File: config.mk
export PLATFORM = sky130hd
export DESIGN_NAME = rv32im_writeback
export DESIGN_NICKNAME = d
export VERILOG_FILES = /design/src/rtl/rv32im_pkg.sv /design/src/rtl/rv32im_load_align.sv /design/src/rtl/rv32im_writeback.sv
export SDC_FILE = /design/constraint.sdc
export NUM_CORES = 1
export LEC_CHECK = 0
export CAP_MARGIN = 25
export CORE_UTILIZATION = 40
export CTS_CLUSTER_DIAMETER = 200
export DETAILED_ROUTE_END_ITERATION = 6
export HOLD_SLACK_MARGIN = 0.1
export PLACE_DENSITY = 0.67
export SLEW_MARGIN = 5
export SYNTH_ARGS = -nofsm -noshare
export SYNTH_HDL_FRONTEND = slang
export SYNTH_SLANG_ARGS = --single-unit
export TNS_END_PERCENT = 5
File: constraint.sdc
create_clock -name clk_i -period 10.16 [get_ports clk_i]
set_input_delay 2.54 -clock clk_i [delete_from_list [all_inputs] [get_ports clk_i]]
set_output_delay 2.54 -clock clk_i [all_outputs]
set_load 0.005 [all_outputs]
File: src/rtl/rv32im_pkg.sv
// rtl/rv32im_pkg.sv - shared load encodings and writeback source select for rv32im_writeback
package rv32im_pkg;

  localparam logic [2:0] F3_LB  = 3'b000;
  localparam logic [2:0] F3_LH  = 3'b001;
  localparam logic [2:0] F3_LW  = 3'b010;
  localparam logic [2:0] F3_LBU = 3'b100;
  localparam logic [2:0] F3_LHU = 3'b101;

  typedef enum logic [1:0] {
    SRC_NONE,
    SRC_LOAD,
    SRC_ALU,
    SRC_MD
  } src_e;

endpackage

File: src/rtl/rv32im_load_align.sv
// rtl/rv32im_load_align.sv - byte/halfword extraction and sign/zero extension of load data
module rv32im_load_align #(
  parameter int XLEN = 32
) (
  input  logic [2:0]      funct3_i,
  input  logic [1:0]      off_i,
  input  logic [XLEN-1:0] word_i,
  output logic [XLEN-1:0] data_o
);
  import rv32im_pkg::*;

  logic [7:0]  byte_sel;
  logic [15:0] half_sel;

  always_comb begin
    byte_sel = word_i[{off_i, 3'b000} +: 8];
    half_sel = word_i[{off_i[1], 4'b0000} +: 16];
    case (funct3_i)
      F3_LB:   data_o = {{(XLEN-8){byte_sel[7]}}, byte_sel};
      F3_LBU:  data_o = {{(XLEN-8){1'b0}}, byte_sel};
      F3_LH:   data_o = {{(XLEN-16){half_sel[15]}}, half_sel};
      F3_LHU:  data_o = {{(XLEN-16){1'b0}}, half_sel};
      // LW and all undefined encodings pass the raw word through
      default: data_o = word_i;
    endcase
  end

endmodule

File: src/rtl/rv32im_writeback.sv
// rtl/rv32im_writeback.sv - load/ALU/mul-div writeback arbiter with per-register pending scoreboard
// Optional register-file bypass outputs are enabled by defining WB_FORWARD_EN.
module rv32im_writeback #(
  parameter int XLEN      = 32,
  parameter int REG_BITS  = 5,
  parameter int PEND_BITS = 2
) (
  input  logic                clk_i,
  input  logic                rst_i,
  input  logic                issue_valid_i,
  input  logic [REG_BITS-1:0] issue_rd_i,
  output logic                issue_ready_o,
  input  logic [REG_BITS-1:0] rs1_addr_i,
  input  logic [REG_BITS-1:0] rs2_addr_i,
  output logic                rs1_busy_o,
  output logic                rs2_busy_o,
  input  logic                load_valid_i,
  input  logic [REG_BITS-1:0] load_rd_i,
  input  logic [2:0]          load_funct3_i,
  input  logic [1:0]          load_off_i,
  input  logic [XLEN-1:0]     load_word_i,
  input  logic                alu_valid_i,
  input  logic [REG_BITS-1:0] alu_rd_i,
  input  logic [XLEN-1:0]     alu_data_i,
  output logic                alu_ready_o,
  input  logic                md_valid_i,
  input  logic [REG_BITS-1:0] md_rd_i,
  input  logic [XLEN-1:0]     md_data_i,
  output logic                md_ready_o,
  output logic                write_o,
  output logic [REG_BITS-1:0] rd_addr_o,
  output logic [XLEN-1:0]     data_o
`ifdef WB_FORWARD_EN
  ,
  output logic                fwd_rs1_o,
  output logic                fwd_rs2_o,
  output logic [XLEN-1:0]     fwd_data_o
`endif
);
  import rv32im_pkg::*;

  localparam int NREGS = 2 ** REG_BITS;
  localparam logic [PEND_BITS-1:0] PEND_MAX = '1;
  localparam logic [PEND_BITS-1:0] PEND_ONE = PEND_BITS'(1);

  src_e                src_sel;
  logic [REG_BITS-1:0] sel_rd;
  logic [XLEN-1:0]     sel_data;
  logic [XLEN-1:0]     load_data;

  logic                write_q, write_d;
  logic [REG_BITS-1:0] rd_addr_q, rd_addr_d;
  logic [XLEN-1:0]     data_q, data_d;

  logic [PEND_BITS-1:0] pend_q [NREGS];
  logic [PEND_BITS-1:0] pend_d [NREGS];
  logic [NREGS-1:0]     inc_vec;
  logic [NREGS-1:0]     dec_vec;
  logic                 issue_inc;
  logic [PEND_BITS-1:0] rs1_cnt, rs2_cnt;

  rv32im_load_align #(.XLEN(XLEN)) u_load_align (
    .funct3_i (load_funct3_i),
    .off_i    (load_off_i),
    .word_i   (load_word_i),
    .data_o   (load_data)
  );

  assign alu_ready_o = alu_valid_i & ~load_valid_i;
  assign md_ready_o  = md_valid_i & ~load_valid_i & ~alu_valid_i;

  always_comb begin
    src_sel  = SRC_NONE;
    sel_rd   = '0;
    sel_data = '0;
    if (load_valid_i) begin
      src_sel  = SRC_LOAD;
      sel_rd   = load_rd_i;
      sel_data = load_data;
    end else if (alu_valid_i) begin
      src_sel  = SRC_ALU;
      sel_rd   = alu_rd_i;
      sel_data = alu_data_i;
    end else if (md_valid_i) begin
      src_sel  = SRC_MD;
      sel_rd   = md_rd_i;
      sel_data = md_data_i;
    end
    // x0 results are consumed but never reach the register file
    write_d   = (src_sel != SRC_NONE) && (sel_rd != '0);
    rd_addr_d = write_d ? sel_rd : rd_addr_q;
    data_d    = write_d ? sel_data : data_q;
  end

  assign issue_ready_o = pend_q[issue_rd_i] != PEND_MAX;
  assign issue_inc     = issue_valid_i & issue_ready_o & (issue_rd_i != '0);

  always_comb begin
    inc_vec = '0;
    dec_vec = '0;
    if (issue_inc) inc_vec[issue_rd_i] = 1'b1;
    if (write_q)   dec_vec[rd_addr_q]  = 1'b1;
  end

  always_comb begin
    for (int r = 0; r < NREGS; r++) begin
      pend_d[r] = pend_q[r];
      if (inc_vec[r] && !dec_vec[r]) begin
        pend_d[r] = pend_q[r] + PEND_ONE;
      end else if (dec_vec[r] && !inc_vec[r] && (pend_q[r] != '0)) begin
        pend_d[r] = pend_q[r] - PEND_ONE;
      end
    end
    pend_d[0] = '0;
  end

  always_ff @(posedge clk_i or posedge rst_i) begin
    if (rst_i) begin
      write_q   <= 1'b0;
      rd_addr_q <= '0;
      data_q    <= '0;
      for (int r = 0; r < NREGS; r++) pend_q[r] <= '0;
    end else begin
      write_q   <= write_d;
      rd_addr_q <= rd_addr_d;
      data_q    <= data_d;
      for (int r = 0; r < NREGS; r++) pend_q[r] <= pend_d[r];
    end
  end

  assign write_o   = write_q;
  assign rd_addr_o = rd_addr_q;
  assign data_o    = data_q;

  assign rs1_cnt = pend_q[rs1_addr_i];
  assign rs2_cnt = pend_q[rs2_addr_i];

`ifdef WB_FORWARD_EN
  assign fwd_rs1_o  = write_q & (rd_addr_q != '0) & (rd_addr_q == rs1_addr_i);
  assign fwd_rs2_o  = write_q & (rd_addr_q != '0) & (rd_addr_q == rs2_addr_i);
  assign fwd_data_o = data_q;
  // The last outstanding write is on the bypass path, so decode need not wait
  assign rs1_busy_o = (rs1_cnt != '0) & ~(fwd_rs1_o & (rs1_cnt == PEND_ONE));
  assign rs2_busy_o = (rs2_cnt != '0) & ~(fwd_rs2_o & (rs2_cnt == PEND_ONE));
`else
  assign rs1_busy_o = rs1_cnt != '0;
  assign rs2_busy_o = rs2_cnt != '0;
`endif

  pend_underflow_a: assert property (@(posedge clk_i) disable iff (rst_i)
    write_q |-> (pend_q[rd_addr_q] != '0));

endmodule

; After elaboration in Yosys (flattened, before gate mapping)
; Index checks and enable logic that the tools add are counted.
[totals]
ff_bits = 100
wordCells = 432
latchBits = 0
romBits = 0
memories = 0
mem_bits_rw = 0
inputBits = 137
out_inout_bits = 43
[classes]
n_mux = 87
n_eq_ne = 4
n_bitwise = 10
add_sub_neg = 62
shifts = 2
magnitude_cmp = 7
n_reduce_logical = 226
n_mul = 0
n_div = 0
[op_table]
columns = cell, n
row1 = $mux W32, 5
row2 = $mux W2, 71
row3 = $reduce_bool A2 Y1, 65
row4 = $pmux W32 S4, 1
row5 = $logic_and A1 B1 Y1, 96
row6 = $add A2 B1 Y2 const B, 31
row7 = $logic_not A1 Y1, 62
row8 = $sub A2 B1 Y2 const B, 31
row9 = $shiftx A32 B6 Y16, 1
row10 = $shiftx A32 B6 Y8, 1
row11 = $bmux W2 S5, 3
row12 = $ge A6 B6 Y1 const B, 3
row13 = $not A5 Y6, 3
row14 = $mux W5, 3
row15 = $lt A5 B6 Y1 const B, 2
row16 = $demux W1 S5, 2
row17 = $ge A5 B1 Y1 const B, 2
row18 = $reduce_bool A5 Y1, 2
row19 = $eq A3 B3 Y1 const B, 2
row20 = $and A1 B1 Y1, 5
row21 = $eq A3 B1 Y1 const B, 1
row22 = $logic_not A3 Y1, 1
row23 = $mux W1, 2
row24 = $ne A2 B2 Y1 const B, 1
row25 = $not A1 Y1, 2

; Longest topological paths before layout
; Gate-level depths: netlist (run 1).
[logic_depth]
ltp_word = 13
mapped_depth = 12
ltp_nobuf = 7

; Modules after synthesis
; A second synthesis (run 1) with hierarchy kept.
[unflattened]
hier_cells = 966
area_unflattened_um2 = 7544.7
[by_module_without_submodules]
columns = mod, cells_per_inst, n_inst, seq_area_each_um2, area_each_um2
row1 = rv32im_writeback, 857, 1, 2502.4, 6916.6
row2 = rv32im_load_align, 109, 1, 0.0, 628.1

; Least setup slack after synthesis (run 1)
; OpenSTA, ideal clock, no wires.
[synth_path]
kind = in2out
from = input issue_rd_i[1]
to = output issue_ready_o
stages = 10
required_time_ns = 7.620
path_slack_ns = 3.357
arrival_time_ns = 4.263
path_buffers = 5
path_cell_list = buf_6 buf_6 buf_2 mux2i_1 nor2_1 a311oi_2 a21oi_4 buf_4 buf_4 o21ai_2
[synth_between]
elab_chain_cells = 5
[synth_lines]
columns = element, line_no
row1 = from (decl), rv32im_writeback.sv:11  ; input logic [REG_BITS-1:0] issue_rd_i,
row2 = $not A5 Y6 (not written as such), rv32im_writeback.sv:95  ; assign issue_ready_o = pend_q[issue_rd_i] != PEND_MAX;
row3 = $bmux W2 S5, rv32im_writeback.sv:95
row4 = $mux W2 (not written as such) (2 in series), rv32im_writeback.sv:95
row5 = $ne A2 B2 Y1, rv32im_writeback.sv:95
row6 = to (decl), rv32im_writeback.sv:12  ; output logic issue_ready_o,
; No other way between the ends. The select of a mux whose other input is x is not followed.

; Final worst setup path (run 1)
[layout_path]
from = input issue_rd_i[4]
to = output issue_ready_o
; Same word-level chain as after synthesis.

==> reports/qor.csv, run 1 <==
stage,metric,value,unit
run_status,outcome,finished clean,
global_routing,number of global-route vias before repair,7316,
cts,Clock Latency Late Sink,0.36,ns
place,dpl cells,1286,
place,post-placement cell area,9590,sq um
cells_and_area,fin area,9900,sq um
power_and_ir_drop,PwrDens,156,nW/um^2
critical_path,critical path startpoint,issue_rd_i[4],
detailed_routing,Routed WL per cell,20.7,um
floorplan,io pins,180,
power_and_ir_drop,Sequential Power Share,43.9,%
global_routing,antenna violations before repair,1,
critical_path,Worst Setup EP,issue_ready_o,
cells_and_area,layout cells sized above 1,7.58,%
detailed_routing,router iterations before antenna repair,7,
global_routing,first-pass GRT wire length,41900,um
logic_synthesis,Ys Warns,0,
power_and_ir_drop,sw frac,37.8,%
logic_synthesis,Post-synth EDFFs,0,
logic_synthesis,Synth Area in XOR/XNOR,3.31,%
logic_synthesis,mean post-synth cell area,8.34,sq um
critical_path,worst r2r path cells,7,
sta,minimum clock period,8.35,ns
cells_and_area,"most common cell after layout, fill and taps aside",clkdlybuf4s50_1,
sta,max_slew headroom,22.5,%
logic_synthesis,Async SR Flop Fraction,100,%
logic_synthesis,syn nets,1057,
power_and_ir_drop,Final Power,1.55,mW
power_and_ir_drop,VDD IR max,0.0000829,V
cts,htree depth,3,
detailed_routing,# DRC,0,
logic_synthesis,library cells used by synthesis,66,
job,maxcap violations,0,
cts,Max Root-Sink Buffers,2,
cts,CTS Hold Bufs,0,
cts,CTS resizes,0,
power_and_ir_drop,leak pwr,3.86,nW
floorplan,chip height,141,um
critical_path,Crit Path Category,primary input to output pin,
sta,Fin Clk Skew,0.0102,ns
floorplan,full die area,19700,sq um
place,HPWL Detailed,20600,um
critical_path,CP required,7.62,ns
critical_path,CP startpoint kind,primary input,
sta,Fin. Hold Viols,0,
critical_path,CP Capture Type,output pin,
global_routing,GRT overflow,0,
logic_synthesis,adder-cell share of the synthesized area,0,%
sta,crit share post-route,82.1,%
logic_synthesis,fraction of the mapped netlist area in simple logic gates,19.0,%
cells_and_area,Non-Filler Instances,1303,
cts,Root Buffer,clkbuf_16,
global_routing,GRT Overall Usage,27.8,%
critical_path,"Data arrival, critical path",5.81,ns
logic_synthesis,#FFs+latches synth,100,
sta,Max Slew Vio Count,0,
sta,unrepaired setup endpoints after global routing,false,
logic_synthesis,main combinational cell family by area after synthesis,compound AO/OA/AOI/OAI gates,
detailed_routing,WL final,26900,um
logic_synthesis,register area share after synthesis,32.6,%
logic_synthesis,Synth Area in Compound Gates,30.5,%
logic_synthesis,Synth Flop Type,dfrtp_1,
detailed_routing,vias per inst,6.04,
critical_path,Critical Path Fanout Max,26,
cts,Worst-path clk slew,0.07,ns
sta,Worst Tran Pin Value,1.16,ns
logic_synthesis,mux contribution to synthesized area,9.55,%
cts,CTS Buf Count,9,
floorplan,Placeable Area,18800,sq um
critical_path,FF-to-FF End,pend_q[50]$_DFFE_PP0P_,
place,GPL Wtd Cong,0.942,
logic_synthesis,post-synthesis cell area,7680,sq um
sta,number of setup violations in the final report,0,
cells_and_area,most frequent cells in the layout,"clkdlybuf4s50_1 (178), nor2_1 (104), a21oi_1 (100), dfrtp_1 (100), o21ai_0 (78)",
hold_path,Hold/Removal Path Class,flop to flop,
power_and_ir_drop,Comb pwr share,32.4,%
power_and_ir_drop,P_sw,0.586,mW
cells_and_area,Layout Utilization,52.7,%
cells_and_area,nets@finish,1200,
floorplan,cell row count,50,
floorplan,Die W,141,um
detailed_routing,via count,7868,
critical_path,"reg-to-reg slack, setup",7.28,ns
floorplan,starting density of the core,40.9,%
logic_synthesis,Gate Count Post-Synth,920,
power_and_ir_drop,Clk pwr share,23.7,%
sta,Fin Setup TNS,0,ns
power_and_ir_drop,internal power,0.962,mW
detailed_routing,Final ANT Viol Nets,0,
place,Port-buffer cells,179,
critical_path,r2r startpoint,pend_q[35]$_DFFE_PP0P_,
cts,Post-CTS Setup Inserts,0,
global_routing,largest net degree at the start of global routing,69,
detailed_routing,First DRT Iteration DRCs,509,
cts,clk sink count,100,
sta,f_max,0.120,GHz
cells_and_area,Syn-to-layout area delta,29.0,%
cts,clock tree from TritonCTS,built,
-- registers in the layout, indices dropped and copies added, names as in the netlist --
register and count:
rd_addr_o 5, data_o 32, pend_q 62, write_o 1
-- cell type report --
cell class                      instances  area [sq um]
Sequential cell                       100          2500
Timing Repair Buffer                  191          1890
Clock inverter                          4          56.3
Clock buffer                           12           246
Multi-Input combinational cell        732          4800
Tap cell                              234           293
Antenna cell                            1          2.50
Fill cell                            1768          8870
Inverter                               29           111
-- worst min-delay path by stage --
stage,startpoint,to,slack [ns],cells past startpoint
6_report,pend_q[42]$_DFFE_PP0P_,pend_q[42]$_DFFE_PP0P_,0.53,1
5_1_grt,pend_q[42]$_DFFE_PP0P_,pend_q[42]$_DFFE_PP0P_,0.55,1
4_1_cts,pend_q[42]$_DFFE_PP0P_,pend_q[42]$_DFFE_PP0P_,0.53,1
3_5_place_dp,data_o[23]$_DFFE_PP0P_,data_o[23]$_DFFE_PP0P_,0.52,2
3_3_place_gp,data_o[11]$_DFFE_PP0P_,data_o[11]$_DFFE_PP0P_,0.51,2
2_1_floorplan,pend_q[48]$_DFFE_PP0P_,pend_q[48]$_DFFE_PP0P_,0.48,1
-- cells by family (layout without fill, tap and decap cells) --
group / count (synthesis) / in the layout
buffers and inverters: 88 / 236
AND/OR/NAND/NOR: 293 / 293
flip-flops: 100 / 100
other: 0 / 1
XOR/XNOR: 29 / 29
AO/OA/AOI/OAI: 356 / 356
multiplexers: 54 / 54
-- cells in the mapped netlist, drive strengths merged (18+ instances only) --
master	n	share of area [%]
o21ai	84	5.7
nand3	18	1.2
xnor2	21	2.4
buf	20	1.7
nor3	28	2.0
a21o	26	2.5
a21oi	107	7.5
clkbuf	39	1.9
dfrtp	100	33
nand2	69	3.4
nor2	105	5.2
mux2i	29	3.8
inv	29	1.4
a22oi	32	3.1
-- critical path, cell delays in order --
cell and delay [ns]:
clkdlybuf4s50_1 0.74, or3b_1 0.52, o22ai_1 0.30, nor4_4 0.13
o21ai_4 0.72, o21ai_2 0.31, clkdlybuf4s50_1 0.55
-- through the flow --
step | setup slack, ns | hold WS (ns)
floorplan | 3.36 | 0.483
global placement | 1.62 | 0.508
detailed placement | 1.84 | 0.521
CTS | 1.85 | 0.530
global route | 1.64 | 0.554
finish | 1.81 | 0.534
-- routing by layer --
layer	vias to the layer above	GRT usage, %	wire length [um]
met1	3731	33.2	10500
met4	0	11.4	936
met3	55	7.42	2240
met5	-	0	0
met2	327	47.5	13200
li1	3755	-	-
-- power by group through the flow --
| stage | clock network [mW] | logic (mW) | registers, mW |
|---|---|---|---|
| 6_report | 0.366 | 0.502 | 0.680 |
| 5_1_grt | 0.389 | 0.554 | 0.692 |
| 4_1_cts | 0.375 | 0.503 | 0.675 |
| 3_5_place_dp | 0 | 0.501 | 0.681 |
| 3_3_place_gp | 0 | 0.490 | 0.682 |
| 2_1_floorplan | 0 | 0.324 | 0.608 |
Power figures use the tool's default switching activity.
==> run 2: changes to the inputs <==
--- a/config.mk
+++ b/config.mk
@@ -10,7 +10,7 @@
 export CTS_CLUSTER_DIAMETER = 200
 export DETAILED_ROUTE_END_ITERATION = 6
 export HOLD_SLACK_MARGIN = 0.1
-export PLACE_DENSITY = 0.67
+export PLACE_DENSITY = 0.7
 export SLEW_MARGIN = 5
 export SYNTH_ARGS = -nofsm -noshare
 export SYNTH_HDL_FRONTEND = slang
==> constraint.sdc (replaced) <==
create_clock -name clk_i -period 6.8 [get_ports clk_i]
set_input_delay 1.7 -clock clk_i [delete_from_list [all_inputs] [get_ports clk_i]]
set_output_delay 1.7 -clock clk_i [all_outputs]
set_load 0.005 [all_outputs]
==> run 2 against run 1 <==
Effect of this change: cell count rose by 0.23%; wire length fell by 0.92%; global-route usage fell by 0.42 points; critical path type unchanged; combinational power rose by 54%; critical path depth fell by 1; total power rose by 53%; worst setup slack got worse by 1.0 ns; clock power rose by 58%; sequential share of layout area fell by 0.21 points; via count barely moved.
==> reports/qor.csv, run 2 (synthesis gave the netlist of run 1 again) <==
stage,metric,value,unit,change
run_status,outcome,finished clean,,unchanged
sta,Fin Setup TNS,0,ns,unchanged
sta,crit share post-route,88.7,%,
critical_path,critical path startpoint,rs1_addr_i[1],,was issue_rd_i[4]
cts,Worst-path clk slew,0.08,ns,was 0.07 ns
cells_and_area,Largest Register,pend_q,,unchanged
place,Port-buffer cells,179,,unchanged
floorplan,starting density of the core,40.9,%,unchanged
job,maxcap violations,0,,unchanged
critical_path,CP required,5.10,ns,was 7.62 ns
critical_path,r2r startpoint,pend_q[5]$_DFFE_PP0P_,,was pend_q[35]$_DFFE_PP0P_
critical_path,CP startpoint kind,primary input,,unchanged
cells_and_area,ANT cells,0,,was 1
detailed_routing,Final ANT Viol Nets,0,,unchanged
floorplan,chip height,141,um,unchanged
sta,Max Slew Vio Count,0,,unchanged
cts,Max Root-Sink Buffers,2,,unchanged
cts,htree depth,3,,unchanged
critical_path,delay of the slowest critical-path stage,0.82,ns,was 0.74 ns
power_and_ir_drop,VDD IR max,0.000118,V,was 0.0000829 V
detailed_routing,router iterations before antenna repair,7,,unchanged
critical_path,"CP delay by family, top",buffers and inverters,,was compound AO/OA/AOI/OAI gates
place,post-placement setup slack,0.761,ns,was 1.84 ns
cts,clock tree from TritonCTS,built,,unchanged
cts,Clock Latency Late Sink,0.36,ns,about the same
critical_path,CP Capture Type,output pin,,unchanged
detailed_routing,via count,7874,,was 7868
cts,Root Buffer,clkbuf_16,,unchanged
sta,Fin. Hold Viols,0,,unchanged
cts,CTS resizes,0,,unchanged
cts,CTS Buf Count,9,,unchanged
floorplan,io pins,180,,unchanged
critical_path,"Data arrival, critical path",4.33,ns,was 5.81 ns
global_routing,number of global-route vias before repair,7560,,was 7316
sta,setup ws final,0.768,ns,was 1.81 ns
place,HPWL Detailed,20100,um,was 20600 um
detailed_routing,Routed WL per cell,20.4,um,was 20.7 um
floorplan,cell row count,50,,unchanged
cells_and_area,Filler cells,1776,,was 1768
critical_path,"Cell Chain, Critical Path",clkdlybuf4s50_1 > nor3_1 > a21oi_1 > mux4_2 > mux4_2 > clkdlybuf4s50_1,,was clkdlybuf4s50_1 > or3b_1 > o22ai_1 > nor4_4 > o21ai_4 > o21ai_2 > clkdlybuf4s50_1
sta,max_slew headroom,30.3,%,was 22.5%
critical_path,Crit Path Category,primary input to output pin,,unchanged
sta,number of setup violations in the final report,0,,unchanged
place,GPL Wtd Cong,0.938,,was 0.942
sta,Worst Tran Pin Value,1.04,ns,was 1.16 ns
critical_path,Worst path slowest cell,clkdlybuf4s50_1,,unchanged
critical_path,Critical Path Fanout Max,25,,was 26
detailed_routing,WL final,26700,um,was 26900 um
sta,unrepaired setup endpoints after global routing,false,,unchanged
power_and_ir_drop,PwrDens,237,nW/um^2,was 156 nW/um^2
cells_and_area,Syn-to-layout area delta,30.1,%,was 29.0%
cts,Post-CTS Setup Inserts,0,,unchanged
cells_and_area,layout cells sized above 1,8.12,%,was 7.58%
sta,minimum clock period,6.03,ns,
cells_and_area,max FFs per register,62,,unchanged
detailed_routing,vias per inst,6.03,,was 6.04
floorplan,full die area,19700,sq um,unchanged
hold_path,Hold/Removal Path Class,flop to flop,,unchanged
critical_path,worst path buffer plus inverter count,2,,unchanged
global_routing,GRT overflow,0,,unchanged
power_and_ir_drop,leak pwr,3.90,nW,was 3.86 nW
global_routing,first-pass GRT wire length,41800,um,was 41900 um
power_and_ir_drop,Final Power,2.36,mW,was 1.55 mW
cells_and_area,most frequent cells in the layout,"clkdlybuf4s50_1 (178), nor2_1 (104), a21oi_1 (100), dfrtp_1 (100), o21ai_0 (78)",,unchanged
cells_and_area,Layout Utilization,53.2,%,was 52.7%
global_routing,antenna violations before repair,0,,was 1
detailed_routing,# DRC,0,,unchanged
cts,CTS Hold Bufs,0,,unchanged
cells_and_area,nets@finish,1204,,was 1200
floorplan,Placeable Area,18800,sq um,unchanged
floorplan,Die W,141,um,unchanged
cts,clk sink count,100,,unchanged
global_routing,largest net degree at the start of global routing,71,,was 69
sta,Fin Clk Skew,0.0134,ns,was 0.0102 ns
cells_and_area,"most common cell after layout, fill and taps aside",clkdlybuf4s50_1,,unchanged
global_routing,GRT Overall Usage,27.4,%,was 27.8%
hold_path,hold_sp,data_o[14]$_DFFE_PP0P_,,was pend_q[42]$_DFFE_PP0P_
detailed_routing,First DRT Iteration DRCs,570,,was 509
sta,f_max,0.166,GHz,
[run 2: cell count changes in the layout (fill, tap and decap cells not counted), sizes merged]
cell / change
buf: +4
clkbuf: -2
bufinv: +1
clkinv: -1
clkinvlp: +1
diode: -1
inv: +1
[run 2: routing by layer]
layer / global-route usage (%) / vias to the layer above / part of all wire [%]
met5: 0 / - / 0
met4: 9.90 / 0 / 2.8
met3: 6.70 / 41 / 7.3
met2: 47.4 / 311 / 50
met1: 33.1 / 3769 / 40
li1: - / 3753 / -
[run 2: tightest hold or removal path, cell delays in order, from the launching register on]
cell and delay (ns):
dfrtp_1 0.35, nor2_1 0.05, a21oi_1 0.10
[run 2: report_power, final]
part / total (mW) / internal (mW) / switching (mW)
logic: 0.773 / 0.400 / 0.373
clock network: 0.578 / 0.327 / 0.251
registers: 1.01 / 0.746 / 0.264
[run 2: cell type report]
cell class | count | area (sq um) | share of cell area, %
clock buffer | 10 | 229 | 2.29
sequential | 100 | 2500 | 25.1
inverter | 29 | 111 | 1.12
timing repair buffer | 195 | 1950 | 19.5
multi-input combinational | 732 | 4810 | 48.2
tap | 234 | 293 | 2.93
clock inverter | 6 | 93.8 | 0.940
[run 2: through the flow]
step / cell area (sq um) / hold WS, ns / cells
final: 9980 / 0.530 / 1306
after global routing: 9980 / 0.561 / 1306
after CTS: 9940 / 0.536 / 1304
after detailed placement: 9620 / 0.520 / 1288
after global placement: 9600 / 0.509 / 1287
after floorplan: 7680 / 0.483 / 920
[run 2: path summary, 6_finish.rpt]
check / endpoint / slack (ns) / cells after the start
min in group asynchronous: data_o[6]$_DFFE_PP0P_ / 1.62 / 2
max reg2reg: pend_q[0]$_DFFE_PP0P_ / 3.93 / 8
max in group asynchronous: pend_q[12]$_DFFE_PP0P_ / 4.14 / 4
max: rs1_busy_o / 0.77 / 6
min: data_o[14]$_DFFE_PP0P_ / 0.53 / 2
min reg2reg: data_o[14]$_DFFE_PP0P_ / 0.53 / 2
==> run 3: changes to the inputs <==
--- a/config.mk
+++ b/config.mk
@@ -11,8 +11,10 @@
 export DETAILED_ROUTE_END_ITERATION = 6
 export HOLD_SLACK_MARGIN = 0.1
 export PLACE_DENSITY = 0.7
-export SLEW_MARGIN = 5
+export RECOVER_POWER = 25
+export SLEW_MARGIN = 15
 export SYNTH_ARGS = -nofsm -noshare
 export SYNTH_HDL_FRONTEND = slang
+export SYNTH_HIERARCHICAL = 1
 export SYNTH_SLANG_ARGS = --single-unit
 export TNS_END_PERCENT = 5
==> run 3 against run 2 <==
Effect of this change: the flow now finishes with violations (capacitance limit, slew limit); largest power group unchanged; first-iteration DRC count grew 11%; synthesized area shrank 1.7%; via count shrank 0.60%; worst setup slack gained 0.076 ns; sequential cell count is the same; clock skew grew 0.00050 ns; critical path depth shrank 1; sequential share of layout area grew 0.94 points; critical path type unchanged.
==> reports/qor.csv, run 3 <==
stage,metric,value,unit,change
run_status,outcome,"complete, but fails checks",,was finished clean
run_status,failing checks,"capacitance limit, slew limit",,
sta,Max Slew Vio Count,49,,was 0
cts,Post-CTS Setup Inserts,0,,unchanged
floorplan,full die area,19400,sq um,was 19700 sq um
sta,f_max,0.168,GHz,was 0.166 GHz
cts,Root Buffer,clkbuf_16,,unchanged
logic_synthesis,adder-cell share of the synthesized area,0,%,unchanged
sta,unrepaired setup endpoints after global routing,false,,unchanged
cts,htree depth,3,,unchanged
logic_synthesis,Ys Warns,6,,was 0
logic_synthesis,leading area contributor after synthesis,dfrtp_1,,unchanged
cts,CTS resizes,0,,unchanged
critical_path,Worst path slowest cell,clkdlybuf4s50_1,,unchanged
power_and_ir_drop,VDD IR max,0.000121,V,was 0.000118 V
logic_synthesis,mean post-synth cell area,7.81,sq um,was 8.34 sq um
critical_path,"Data arrival, critical path",4.26,ns,was 4.33 ns
power_and_ir_drop,sw frac,37.1,%,was 37.6%
logic_synthesis,post-synth top area share,33.2,%,was 32.6%
detailed_routing,Final ANT Viol Nets,0,,unchanged
critical_path,"Cell Chain, Critical Path",clkdlybuf4s50_1 > mux4_2 > mux4_2 > a21oi_1 > clkdlybuf4s50_1,,was clkdlybuf4s50_1 > nor3_1 > a21oi_1 > mux4_2 > mux4_2 > clkdlybuf4s50_1
floorplan,cell row count,49,,was 50
cells_and_area,Syn-to-layout area delta,27.6,%,was 30.1%
global_routing,antenna violations before repair,0,,unchanged
critical_path,CP startpoint kind,primary input,,unchanged
critical_path,"CP delay by family, top",buffers and inverters,,unchanged
place,GPL Wtd Cong,0.936,,was 0.938
sta,Worst Tran Pin Value,2.19,ns,was 1.04 ns
detailed_routing,WL final,25000,um,was 26700 um
logic_synthesis,Synth Area in XOR/XNOR,2.67,%,was 3.31%
logic_synthesis,post-synthesis cell area,7540,sq um,was 7680 sq um
cts,CTS Buf Count,9,,unchanged
power_and_ir_drop,Final Power,2.11,mW,was 2.36 mW
sta,number of setup violations in the final report,0,,unchanged
hold_path,hold_sp,data_o[3]$_DFFE_PP0P_,,was data_o[14]$_DFFE_PP0P_
logic_synthesis,most frequent cell after synthesis,nor2_1,,unchanged
logic_synthesis,mux contribution to synthesized area,7.98,%,was 9.55%
detailed_routing,router iterations before antenna repair,7,,unchanged
cells_and_area,layout cells sized above 1,5.74,%,was 8.12%
sta,crit share post-route,87.6,%,was 88.7%
cells_and_area,most frequent cells in the layout,"clkdlybuf4s50_1 (163), nor2_1 (144), nand2_1 (107), dfrtp_1 (100), a21oi_1 (81)",,"was clkdlybuf4s50_1 (178), nor2_1 (104), a21oi_1 (100), dfrtp_1 (100), o21ai_0 (78)"
place,HPWL Detailed,18900,um,was 20100 um
sta,max_slew headroom,-46.7,%,was 30.3%
hold_path,Hold/Removal Path Class,flop to flop,,unchanged
logic_synthesis,"top cells by count, synth","nor2_1 (144), nand2_1 (107), dfrtp_1 (100)",,"was nor2_1 (104), a21oi_1 (100), dfrtp_1 (100)"
floorplan,starting density of the core,41.4,%,was 40.9%
critical_path,worst path buffer plus inverter count,2,,unchanged
logic_synthesis,Synth area leaders,"dfrtp_1 (33%), nor2_1 (7.2%), a22oi_1 (5.7%), a21oi_1 (5.4%), nand2_1 (5.3%)",,"was dfrtp_1 (33%), a21oi_1 (6.5%), o21ai_0 (5.1%), nor2_1 (5.1%), mux4_2 (3.8%)"
critical_path,Critical Path Fanout Max,16,,was 25
critical_path,CP required,5.10,ns,about the same
cells_and_area,"most common cell after layout, fill and taps aside",clkdlybuf4s50_1,,unchanged
floorplan,Die W,139,um,was 141 um
cts,clk sink count,100,,unchanged
sta,Fin. Hold Viols,0,,unchanged
logic_synthesis,fraction of the mapped netlist area in simple logic gates,24.1,%,was 19.0%
power_and_ir_drop,leak pwr,3.89,nW,was 3.90 nW
critical_path,delay of the slowest critical-path stage,0.84,ns,was 0.82 ns
detailed_routing,Routed WL per cell,18.8,um,was 20.4 um
logic_synthesis,Synth Flop Type,dfrtp_1,,unchanged
sta,minimum clock period,5.96,ns,was 6.03 ns
global_routing,GRT Overall Usage,26.2,%,was 27.4%
global_routing,largest net degree at the start of global routing,76,,was 71
floorplan,Placeable Area,18200,sq um,was 18800 sq um
cells_and_area,nets@finish,1230,,was 1204
floorplan,chip height,139,um,was 141 um
logic_synthesis,Synth Area in Compound Gates,26.7,%,was 30.5%
job,maxcap violations,1,,was 0
power_and_ir_drop,Clk pwr share,24.3,%,was 24.5%
logic_synthesis,Gate Count Post-Synth,966,,was 920
power_and_ir_drop,internal power,1.33,mW,was 1.47 mW
logic_synthesis,Post-synth EDFFs,0,,unchanged
sta,Fin Setup TNS,0,ns,unchanged
cells_and_area,max FFs per register,62,,unchanged
global_routing,first-pass GRT wire length,39600,um,was 41800 um
power_and_ir_drop,Comb pwr share,33.1,%,was 32.7%
critical_path,"reg-to-reg slack, setup",4.03,ns,was 3.93 ns
cts,Clock Latency Late Sink,0.36,ns,about the same
critical_path,critical path startpoint,rs2_addr_i[1],,was rs1_addr_i[1]
critical_path,r2r startpoint,pend_q[30]$_DFFE_PP0P_,,was pend_q[5]$_DFFE_PP0P_
power_and_ir_drop,P_sw,0.782,mW,was 0.889 mW
logic_synthesis,register area share after synthesis,33.2,%,was 32.6%
cells_and_area,Filler cells,1729,,was 1776
critical_path,Crit Path Category,primary input to output pin,,unchanged
logic_synthesis,#FFs+latches synth,100,,unchanged
logic_synthesis,library cells used by synthesis,55,,was 66
cells_and_area,ANT cells,0,,unchanged
cts,Max Root-Sink Buffers,2,,unchanged
cells_and_area,Largest Register,pend_q,,unchanged
power_and_ir_drop,Sequential Power Share,42.6,%,was 42.8%
sta,Fin Clk Skew,0.0139,ns,was 0.0134 ns
cts,CTS Hold Bufs,0,,unchanged
power_and_ir_drop,PwrDens,219,nW/um^2,was 237 nW/um^2
cts,clock tree from TritonCTS,built,,unchanged
logic_synthesis,syn nets,1103,,was 1057
place,Port-buffer cells,179,,unchanged
detailed_routing,# DRC,0,,unchanged
global_routing,number of global-route vias before repair,7081,,was 7560
floorplan,io pins,180,,unchanged
detailed_routing,First DRT Iteration DRCs,633,,was 570
detailed_routing,vias per inst,5.90,,was 6.03
logic_synthesis,main combinational cell family by area after synthesis,compound AO/OA/AOI/OAI gates,,unchanged
cts,Worst-path clk slew,0.07,ns,was 0.08 ns
logic_synthesis,Async SR Flop Fraction,100,%,unchanged
global_routing,GRT overflow,0,,unchanged
detailed_routing,via count,7827,,was 7874
critical_path,CP Capture Type,output pin,,unchanged
[run 3: worst reg2reg max path: stages (launching register included)]
cell,delay [ns]
dfrtp_1,0.47
mux2i_1,0.17
o22ai_1,0.12
nor4_2,0.34
o22ai_1,0.14
and2_1,0.21
buf_4,0.24
or4b_1,0.63
o21ba_1,0.23
a22oi_1,0.15
[run 3: worst paths after layout]
check                                         endpoint  depth (start not counted)
min in group asynchronous       data_o[24]$_DFFE_PP0P_                          2
worst min register to register   data_o[3]$_DFFE_PP0P_                          2
max in group asynchronous       pend_q[33]$_DFFE_PP0P_                          3
worst min-delay path             data_o[3]$_DFFE_PP0P_                          2
worst max-delay path                        rs2_busy_o                          5
worst max register to register  pend_q[30]$_DFFE_PP0P_                          9
[run 3: logic make-up (layout without fill, tap and decap cells)]
logic type | count (synthesis) | after routing
AO/OA/AOI/OAI | 317 | 317
XOR/XNOR | 23 | 23
buffers and inverters | 85 | 217
flip-flops | 100 | 100
multiplexers | 48 | 48
AND/OR/NAND/NOR | 393 | 393
[run 3: per-layer routing]
layer / vias up / track usage (%) / routed length, um
li1: 3773 / - / -
met1: 3643 / 36.1 / 10700
met2: 371 / 40.8 / 11300
met3: 40 / 5.54 / 2390
met4: 0 / 8.25 / 507
met5: - / 0 / 0
[run 3: cell type report]
class                      instances  area (sq um)  share of cell area [%]
multi-input combinational        781          4640                    48.2
sequential                       100          2500                    26.0
timing repair buffer             188          1860                    19.3
tap                              229           287                    2.98
clock buffer                      10           239                    2.48
inverter                          13          50.0                   0.520
clock inverter                     6          46.3                   0.481
[run 3: power by group through the flow]
stage / clock network, mW / logic, mW / registers [mW]
final: 0.513 / 0.697 / 0.898
after global placement: 0 / 0.680 / 0.901
after detailed placement: 0 / 0.692 / 0.902
after floorplan: 0 / 0.436 / 0.834
after global routing: 0.545 / 0.767 / 0.917
after CTS: 0.524 / 0.695 / 0.892
[run 3: stage by stage]
step           util [%]  cell area (sq um)  hold WS [ns]  cells  setup WS (ns)
2_1_floorplan         -               7540         0.473    966           1.78
3_3_place_gp       51.2               9320         0.460   1310          0.848
3_5_place_dp       51.2               9320         0.469   1310          0.855
4_1_cts            52.8               9610         0.486   1326          0.847
5_1_grt            52.9               9620         0.501   1327          0.686
6_report           52.9               9620         0.478   1327          0.843
